$ cat src/rtl/ann_mlp_engine.sv
// ann_mlp_engine: two-layer perceptron inference engine.
// Weights live in a write-only register file. One multiply-accumulate runs
// per cycle, then one activation cycle per neuron. All hidden neurons are
// evaluated first, then all output neurons. The result is published in a
// final DONE cycle and held until the consumer takes it.
// Optional build macro: ANN_ARGMAX_EN adds the class_idx output, which is
// the index of the largest output activation.
module ann_mlp_engine #(
    parameter int N_IN  = 30,
    parameter int N_HID = 5,
    parameter int N_OUT = 3,
    parameter int DW    = 10,
    parameter int FRAC  = 6,
    localparam int NW   = N_HID * N_IN + N_OUT * N_HID,
    localparam int AW   = $clog2(NW)
) (
    input  logic                  Clock,
    input  logic                  Rst,
    input  logic                  wr_en,
    input  logic [AW-1:0]         wr_addr,
    input  logic [DW-1:0]         wr_data,
    output logic                  weight_err,
    input  logic                  in_valid,
    output logic                  in_ready,
    input  logic [N_IN*DW-1:0]    in_data,
    output logic                  out_valid,
    input  logic                  out_ready,
    output logic [N_OUT*DW-1:0]   out_data,
    output logic [N_HID*DW-1:0]   hid_data,
    output logic                  busy
`ifdef ANN_ARGMAX_EN
    ,
    output logic [$clog2(N_OUT)-1:0] class_idx
`endif
);

    localparam int FAN_MAX = (N_IN > N_HID) ? N_IN : N_HID;
    localparam int NEU_MAX = (N_HID > N_OUT) ? N_HID : N_OUT;
    localparam int ACC_W   = 2 * DW + $clog2(FAN_MAX);
    localparam int KW      = (FAN_MAX > 1) ? $clog2(FAN_MAX) : 1;
    localparam int NNW     = (NEU_MAX > 1) ? $clog2(NEU_MAX) : 1;

    localparam logic signed [ACC_W-1:0] X_HI = ACC_W'(2 ** (DW - 1) - 1);
    localparam logic signed [ACC_W-1:0] X_LO = ACC_W'(-(2 ** (DW - 1)));
    localparam logic [DW:0]             HALF = (DW + 1)'(2 ** (FRAC - 1));
    localparam logic [DW-1:0]           ONE  = DW'(2 ** FRAC);
    localparam logic [AW:0]             NW_L = (AW + 1)'(NW);

    typedef enum logic [2:0] {
        IDLE,
        HID_MAC,
        HID_ACT,
        OUT_MAC,
        OUT_ACT,
        DONE
    } state_t;

    state_t state_reg, state_next;

    logic signed [DW-1:0]    w_mem         [NW];
    logic signed [DW-1:0]    feat_reg      [N_IN];
    logic signed [DW-1:0]    hid_work_reg  [N_HID];
    logic signed [DW-1:0]    out_work_reg  [N_OUT];
    logic signed [DW-1:0]    hid_data_reg  [N_HID];
    logic signed [DW-1:0]    out_data_reg  [N_OUT];
    logic signed [ACC_W-1:0] acc_reg;
    logic [AW-1:0]           waddr_reg;
    logic [KW-1:0]           k_reg;
    logic [NNW-1:0]          n_reg;
    logic                    out_valid_reg;
    logic                    weight_err_reg;

    logic                    accept;
    logic                    wr_ok;
    logic                    mac_last;
    logic                    neu_last;
    logic                    publish;
    logic signed [DW-1:0]    mac_x;
    logic signed [DW-1:0]    mac_w;
    logic signed [2*DW-1:0]  prod;
    logic signed [ACC_W-1:0] x_shift;
    logic signed [DW-1:0]    x_sat;
    logic signed [DW-1:0]    x_q;
    logic [DW:0]             y_sum;
    logic signed [DW-1:0]    act_val;

    assign in_ready   = (state_reg == IDLE) && !out_valid_reg;
    assign accept     = in_valid && in_ready;
    assign wr_ok      = wr_en && (state_reg == IDLE) && ({1'b0, wr_addr} < NW_L);
    assign publish    = (state_reg == DONE) && !out_valid_reg;
    assign busy       = (state_reg != IDLE);
    assign out_valid  = out_valid_reg;
    assign weight_err = weight_err_reg;

    // End-of-fan-in and end-of-layer flags for whichever layer is active
    always_comb begin
        mac_last = 1'b0;
        neu_last = 1'b0;
        if (state_reg == HID_MAC || state_reg == HID_ACT) begin
            mac_last = (k_reg == KW'(N_IN - 1));
            neu_last = (n_reg == NNW'(N_HID - 1));
        end else begin
            mac_last = (k_reg == KW'(N_HID - 1));
            neu_last = (n_reg == NNW'(N_OUT - 1));
        end
    end

    // State register; an abort via reset always lands in IDLE
    always_ff @(posedge Clock or negedge Rst) begin
        if (!Rst) state_reg <= IDLE;
        else      state_reg <= state_next;
    end

    // Next-state: walk hidden neurons, then output neurons, then hold the result
    always_comb begin
        state_next = state_reg;
        case (state_reg)
            IDLE:    if (accept) state_next = HID_MAC;
            HID_MAC: if (mac_last) state_next = HID_ACT;
            HID_ACT: state_next = neu_last ? OUT_MAC : HID_MAC;
            OUT_MAC: if (mac_last) state_next = OUT_ACT;
            OUT_ACT: state_next = neu_last ? DONE : OUT_MAC;
            DONE:    if (out_valid_reg && out_ready) state_next = IDLE;
            default: state_next = IDLE;
        endcase
    end

    // Weight register file: writes only while idle, cleared by reset
    always_ff @(posedge Clock or negedge Rst) begin
        if (!Rst) begin
            for (int j = 0; j < NW; j++) w_mem[j] <= '0;
        end else if (wr_ok) begin
            w_mem[wr_addr] <= wr_data;
        end
    end

    // MAC operands: the features and the hidden results rotate so that element 0 is always current
    always_comb begin
        mac_x = (state_reg == HID_MAC) ? feat_reg[0] : hid_work_reg[0];
        mac_w = w_mem[waddr_reg];
        prod  = mac_x * mac_w;
    end

    // Activation: rescale, saturate, then a hard-sigmoid y = x/4 + 0.5 clamped to [0, 1]
    always_comb begin
        x_shift = acc_reg >>> FRAC;
        if (x_shift > X_HI)      x_sat = X_HI[DW-1:0];
        else if (x_shift < X_LO) x_sat = X_LO[DW-1:0];
        else                     x_sat = x_shift[DW-1:0];
        x_q   = x_sat >>> 2;
        y_sum = {x_q[DW-1], x_q} + HALF;
        if (y_sum[DW])                 act_val = '0;
        else if (y_sum[DW-1:0] > ONE)  act_val = ONE;
        else                           act_val = y_sum[DW-1:0];
    end

    // Sequencing: fan-in/neuron counters, weight pointer, accumulator, result handshake
    always_ff @(posedge Clock or negedge Rst) begin
        if (!Rst) begin
            k_reg          <= '0;
            n_reg          <= '0;
            waddr_reg      <= '0;
            acc_reg        <= '0;
            out_valid_reg  <= 1'b0;
            weight_err_reg <= 1'b0;
        end else begin
            weight_err_reg <= wr_en && !wr_ok;
            case (state_reg)
                IDLE: begin
                    if (accept) begin
                        k_reg     <= '0;
                        n_reg     <= '0;
                        waddr_reg <= '0;
                        acc_reg   <= '0;
                    end
                end
                HID_MAC, OUT_MAC: begin
                    acc_reg   <= acc_reg + ACC_W'(prod);
                    waddr_reg <= (waddr_reg == AW'(NW - 1)) ? '0 : waddr_reg + AW'(1);
                    k_reg     <= mac_last ? '0 : k_reg + KW'(1);
                end
                HID_ACT, OUT_ACT: begin
                    acc_reg <= '0;
                    n_reg   <= neu_last ? '0 : n_reg + NNW'(1);
                end
                DONE: begin
                    if (!out_valid_reg)  out_valid_reg <= 1'b1;
                    else if (out_ready)  out_valid_reg <= 1'b0;
                end
                default: ;
            endcase
        end
    end

    genvar gi;

    // Feature store: loaded on accept, rotated once per hidden MAC cycle
    for (gi = 0; gi < N_IN; gi++) begin : g_feat
        always_ff @(posedge Clock or negedge Rst) begin
            if (!Rst)                       feat_reg[gi] <= '0;
            else if (accept)                feat_reg[gi] <= in_data[gi*DW +: DW];
            else if (state_reg == HID_MAC)  feat_reg[gi] <= feat_reg[(gi + 1) % N_IN];
        end
    end

    // Hidden results: shifted in at each hidden ACT, rotated during output MACs
    for (gi = 0; gi < N_HID; gi++) begin : g_hid
        always_ff @(posedge Clock or negedge Rst) begin
            if (!Rst)
                hid_work_reg[gi] <= '0;
            else if (state_reg == HID_ACT)
                hid_work_reg[gi] <= (gi == N_HID - 1) ? act_val : hid_work_reg[(gi + 1) % N_HID];
            else if (state_reg == OUT_MAC)
                hid_work_reg[gi] <= hid_work_reg[(gi + 1) % N_HID];
        end
        // Published copy stays frozen until the next completed run
        always_ff @(posedge Clock or negedge Rst) begin
            if (!Rst)         hid_data_reg[gi] <= '0;
            else if (publish) hid_data_reg[gi] <= hid_work_reg[gi];
        end
        assign hid_data[gi*DW +: DW] = hid_data_reg[gi];
    end

    // Output results: shifted in at each output ACT, published in DONE
    for (gi = 0; gi < N_OUT; gi++) begin : g_out
        always_ff @(posedge Clock or negedge Rst) begin
            if (!Rst)
                out_work_reg[gi] <= '0;
            else if (state_reg == OUT_ACT)
                out_work_reg[gi] <= (gi == N_OUT - 1) ? act_val : out_work_reg[(gi + 1) % N_OUT];
        end
        // Published copy stays frozen until the next completed run
        always_ff @(posedge Clock or negedge Rst) begin
            if (!Rst)         out_data_reg[gi] <= '0;
            else if (publish) out_data_reg[gi] <= out_work_reg[gi];
        end
        assign out_data[gi*DW +: DW] = out_data_reg[gi];
    end

`ifdef ANN_ARGMAX_EN
    localparam int CW = $clog2(N_OUT);

    logic [CW-1:0]        best_idx;
    logic signed [DW-1:0] best_val;
    logic [CW-1:0]        class_idx_reg;

    // Argmax over the finished outputs; strict compare keeps the lowest index on ties
    always_comb begin
        best_idx = '0;
        best_val = out_work_reg[0];
        for (int j = 1; j < N_OUT; j++) begin
            if (out_work_reg[j] > best_val) begin
                best_val = out_work_reg[j];
                best_idx = CW'(j);
            end
        end
    end

    // Class index is published together with the activations
    always_ff @(posedge Clock or negedge Rst) begin
        if (!Rst)         class_idx_reg <= '0;
        else if (publish) class_idx_reg <= best_idx;
    end

    assign class_idx = class_idx_reg;
`endif

endmodule

$ cat config.mk
export PLATFORM = sky130hd
export DESIGN_NAME = ann_mlp_engine
export DESIGN_NICKNAME = d
export VERILOG_FILES = /design/src/rtl/ann_mlp_engine.sv
export SDC_FILE = /design/constraint.sdc
export NUM_CORES = 2
export LEC_CHECK = 0
export BUFFER_PORTS_ARGS = -buffer_cell sky130_fd_sc_hd__buf_2
export CAP_MARGIN = 20
export CORE_MARGIN = 4
export CORE_UTILIZATION = 57
export CTS_BUF_LIST = sky130_fd_sc_hd__clkbuf_2 sky130_fd_sc_hd__clkbuf_4 sky130_fd_sc_hd__clkbuf_8
export DETAILED_ROUTE_END_ITERATION = 10
export GPL_ROUTABILITY_DRIVEN = 1
export PLACE_DENSITY = 0.74
export SLEW_MARGIN = 20
export SYNTH_ARGS = -nofsm -noshare
export SYNTH_HDL_FRONTEND = slang
export SYNTH_SLANG_ARGS = --single-unit
$ cat constraint.sdc
create_clock -name Clock -period 9.9 [get_ports Clock]
set_input_delay 1.98 -clock Clock [delete_from_list [all_inputs] [get_ports Clock]]
set_output_delay 1.98 -clock Clock [all_outputs]
set_load 0.005 [all_outputs]
Yosys cells after proc, flatten, opt, wreduce, memory -nomap -nowiden --
Index checks and enable logic that the tools add are counted.
Cells by class: $add $sub $neg 5, multiply operators 1, div/mod/pow operators 0, order comparisons 7, equal/unequal tests 14, shifts and indexed selects 0, mux-type cells 103, bitwise operators 2, reductions and logical operators 24
Operator list (number):
- bitwise mux 1650 bit | 1
- 2-to-1 mux 10 bit | 78
- binary-select mux 10 bit (select 8 bit) | 1
- demux 10 bit (select 8 bit) | 1
- case mux 25 bit (3 select lines) | 1
- adder 25 x 20 -> 25 bit | 1
- 2-to-1 mux 25 bit | 1
- 2-to-1 mux 3 bit | 7
- multiplier 10 x 10 -> 20 bit | 1
- greater-than comparator 19 x 10 -> 1 bit, second input constant | 1
- < comparator 19 x 10 -> 1 bit, second input constant | 1
- >= comparator 9 bit, second input constant | 2
- NOT 8 -> 9 bit | 2
- case mux 3 bit (6 select lines) | 1
- 2-to-1 mux 8 bit | 2
- case mux 8 bit (2 select lines) | 1
- greater-than comparator 10 x 7 -> 1 bit, second input constant | 1
- 2-to-1 mux 5 bit | 2
- case mux 5 bit (2 select lines) | 1
- adder 8 x 7 -> 9 bit, second input constant | 1
- equality test 3 x 2 -> 1 bit, second input constant | 3
- equality test 3 bit, second input constant | 3
- < comparator 9 x 1 -> 1 bit, second input constant | 1
- adder 8 x 1 -> 8 bit, second input constant | 1
- 21 further kinds | 41
Storage, ports and cells: register bits after elaboration 2156, bits in latches 0, memory bits (writable) 0, memory bits (read-only) 0, input bits 323, output and inout port bits 84, word-level logic and storage cells 374, memories 0

Longest topological paths before layout --
word-level depth 8, gate-level depth with buffers 34, gate-level depth less buffers 28

Least setup slack after synthesis --
No wires, ideal clock.
path kind register to register, from register waddr_reg[1], to register acc_reg[24], library setup time 0.121 ns, data arrival time 8.279 ns, required time 9.779 ns, slack 1.500 ns, cell stages (with the launch flop) 28, path buffers 5, period minus slack after synthesis 8.400 ns, cell sequence dfrtp_1 > buf_2 > buf_4 > buf_2 > clkbuf_1 > clkbuf_1 > mux4_2 > mux4_2 > mux4_2 > a31oi_2 > or2_1 > fa_1 > fa_1 > inv_1 > fa_1 > fa_1 > inv_1 > fa_1 > inv_1 > ha_1 > a211o_1 > o311ai_0 > a21boi_0 > a311oi_1 > nor3_1 > a2111oi_0 > xnor3_1 > a22o_1
On the way: longest elaborated chain between the ends 7
Ends and longest elaborated chain:
- start: declaration | RTL line 67 | logic [AW-1:0] waddr_reg;
- start signal: assignment | RTL line 179 | waddr_reg <= (waddr_reg == AW'(NW - 1)) ? '0 : waddr_reg + AW'(1);
- NOT 8 -> 9 bit (implied by the code) | RTL line 140 | mac_w = w_mem[waddr_reg];
- binary-select mux 10 bit (select 8 bit) | RTL line 140
- 2-to-1 mux 10 bit (implied by the code) (2 in series) | RTL line 140
- multiplier 10 x 10 -> 20 bit | RTL line 141 | prod = mac_x * mac_w;
- adder 25 x 20 -> 25 bit | RTL line 178 | acc_reg <= acc_reg + ACC_W'(prod);
- case mux 25 bit (3 select lines) | RTL line 168 | case (state_reg)
- end signal: assignment | RTL line 178
- end: declaration | RTL line 66 | logic signed [ACC_W-1:0] acc_reg;
Every way passes these cells. The select of a mux whose other input is x is not followed. A chain may end at the register's enable or synchronous reset.

Worst setup path after layout --
from register waddr_reg[0], to register acc_reg[24]
The elaborated chain is that of the path after synthesis.

==> impl_metrics.ini <==
[timing]
drv_slew = 0
skew_ns = 0.0797
setup_viol = 0
fmax_mhz = 107
period_share = 0.947
hold_viol_final = 0
tns_ns = 0
period_needed_ns = 9.38
slew-limit-headroom = 0.236
rsz0062_at_grt = false
tightest_slew_ns = 1.15

[layout]
n_fill_cell = 12534
largest_register_ff_count = 1650
regArea_mm2 = 0.0537
drive_above_1_share = 0.447
multi_input_area_mm2 = 0.0442
final_cells = 10171
final_area_mm2 = 0.113
mostFrequentLayoutCells = dfrtp_1 (2,139), mux2_2 (1,754), nand2_1 (965), mux4_2 (504), clkbuf_8 (464)
final_common_cell = dfrtp_1
syn2layout_area_growth_pct = 12.2
nets = 8080

[clocking]
cts_max_path_buffers = 4
numClockSinks = 2144
tritoncts = done
root_buffer = clkbuf_8
clk_pin_slew_ns = 0.06
cts_htree_levels = 5
numCtsBuffers = 367
insertion_delay_ns = 1.08

[routing]
post-route-drc-count = 0
totalWireLength_um = 266000
ant_nets = 0
dr.pass1.iters = 6
num_vias = 62820
drt-initial-drc-count = 6015
via_per_inst = 6.18
wl_per_cell_um = 26.1

[flow_run]
maxCapViolations = 0

[logic_synthesis]
yosys_warnings = 0
yosys-top-cells-area = dfrtp_1 (53%), mux2_2 (20%), mux4_2 (11%)
ys_types = 73
synth_edf_count = 0
synth.yosys.seq_area_share = 0.533
ys_ff_latch = 2144
async_flop_share = 1.00
synth_top_area_frac = 0.533
ys.flop_type = dfrtp_1
yosysTopAreaCell = dfrtp_1
syn_area_per_cell_um2 = 14.1
netlist_area_mm2 = 0.101
syn-instance-count = 7143

[worst_hold_path]
min_from = hid_work_reg[9]$_DFFE_PN0P_
hold_end = hid_work_reg[19]$_DFFE_PN0P_
min_path_type = register to register
whs_path_depth = 2

[placed_design]
routabilityCongestion = 0.930
place_hpwl_um = 173000
dp_cells = 9512
dpl_cell_area_mm2 = 0.105
placement.io_buffers = 400

[worst_setup_path]
path_delay_family = adder cells
reg2reg_from = waddr_reg[0]$_DFFE_PN0P_
r2r_cells = 28
startpoint_type = register
r2r_slack_ns = 0.52
worst_ep_arrival_time_ns = 10.31
path_max_fanout = 27
slowest_stage = dfrtp_4
worstPathRequired_ns = 10.83
r2r_end = acc_reg[24]$_DFFE_PN0P_
slowest_delay_ns = 0.68
path_buf_inv = 6
crit_top_cell = fa_1
critPathKind = register to register
end_kind = register

[floorplan]
initial_core_util = 0.576
die-area_mm2 = 0.183
coreArea_mm2 = 0.175
pin_count = 407
die_w_um = 428
rows = 153
fp.dieH_um = 428

[global_routing]
grt.overflow.total = 0
antenna_found_initial = 11
grtUsageTotal = 0.289
grt_pass1_vias = 65603
grt_max_degree = 218
grt_first_pass_wirelength_um = 408000

[pwr]
ir_worst_vdd_v = 0.000368
power_mw = 24.4
power_leakage_nw = 56.7
pwr_density_cell_mw_per_mm2 = 216

[run_status]
status = finished clean
==> synthesized netlist by cell type, drive strengths merged (5+ instances only) <==
library cell,number
mux4,504
nor3,21
mux2,1754
and2,8
a31oi,9
or2,14
ha,70
a22oi,305
a211oi,7
or3,7
xnor2,9
a22o,9
nand4,5
o21ai,79
nand2b,20
clkbuf,381
xor2,11
a21o,17
a21oi,50
o22ai,14
o21a,5
nand2,965
and3,13
fa,127
nor2,138
o31ai,18
inv,201
nor2b,17
buf,115
nand3,13
dfrtp,2144
mux2i,39
==> power breakdown <==
part           switching [mW]  leakage, nW  total [mW]  internal (mW)
registers               0.596         29.6        10.1           9.51
clock network            3.57         4.17        8.43           4.86
logic                    3.69         22.9        5.86           2.17
total                    7.86         56.7        24.4           16.5
==> per-layer routing <==
| layer | wire [um] | vias to the layer above | GRT usage | share of wire |
|---|---|---|---|---|
| met1 | 108000 | 33258 | 0.393 | 0.41 |
| met3 | 17900 | 588 | 0.0570 | 0.067 |
| met2 | 127000 | 2280 | 0.456 | 0.48 |
| li1 | - | 26692 | - | - |
| met5 | 7 | - | 0 | 0.000026 |
| met4 | 13000 | 2 | 0.133 | 0.049 |
==> metrics by stage <==
stage / hold WS (ns) / worst slack [ns] / util
2_1_floorplan: 0.438 / 1.50 / -
3_3_place_gp: 0.453 / 0.149 / 0.600
3_5_place_dp: 0.463 / 0.144 / 0.600
4_1_cts: 0.457 / 0.121 / 0.645
5_1_grt: 0.470 / 0.0214 / 0.646
6_report: 0.439 / 0.521 / 0.646
==> worst max-delay path by stage <==
stage | slack [ns] | end | cells past startpoint | start
after detailed placement | 0.14 | acc_reg[24]$_DFFE_PN0P_ | 25 | waddr_reg[0]$_DFFE_PN0P_
final | 0.52 | acc_reg[24]$_DFFE_PN0P_ | 28 | waddr_reg[0]$_DFFE_PN0P_
after floorplan | 1.50 | acc_reg[24]$_DFFE_PN0P_ | 27 | waddr_reg[1]$_DFFE_PN0P_
after CTS | 0.12 | acc_reg[24]$_DFFE_PN0P_ | 25 | waddr_reg[0]$_DFFE_PN0P_
after global placement | 0.15 | acc_reg[24]$_DFFE_PN0P_ | 25 | waddr_reg[0]$_DFFE_PN0P_
after global routing | 0.02 | acc_reg[24]$_DFFE_PN0P_ | 28 | waddr_reg[0]$_DFFE_PN0P_
==> timing repair <==
item,4_1_cts,5_1_grt
gates resized for setup,0,7
hold buffers,0,0
buffers inserted,0,1
endpoints found under the setup margin,0,3
==> logic make-up (layout without fill, tap and decap cells) <==
logic type,count (synthesis),after routing,share of synthesized area
xor gates and xnor gates,21,21,0.00196
and+or+nand+nor,1232,1232,0.0491
muxes,2297,2297,0.313
buffers and inverters,697,1378,0.0297
AOI/OAI and AO/OA,554,554,0.0390
other,1,23,0.0000373
adders and majority gates,197,197,0.0340
DFF,2144,2144,0.533
==> worst reg2reg max path, delay by kind of cell, from the launching register on <==
family,cells,cell delay (ns)
xor+xnor,1,0.28
simple gates,3,0.29
flops,1,0.68
buf+inv,6,0.94
fa+ha+maj,6,3.07
compound gates,8,2.11
mux,4,1.89
==> final cells by class <==
type                       instances  area share
inverter                         201     0.00673
clock inverter                    54     0.00448
antenna                           17    0.000377
timing repair buffer             539      0.0316
sequential                      2144       0.475
tap                             2325      0.0258
multi-input combinational       4307       0.391
clock buffer                     584      0.0645
(Power assumes the default switching activity.)
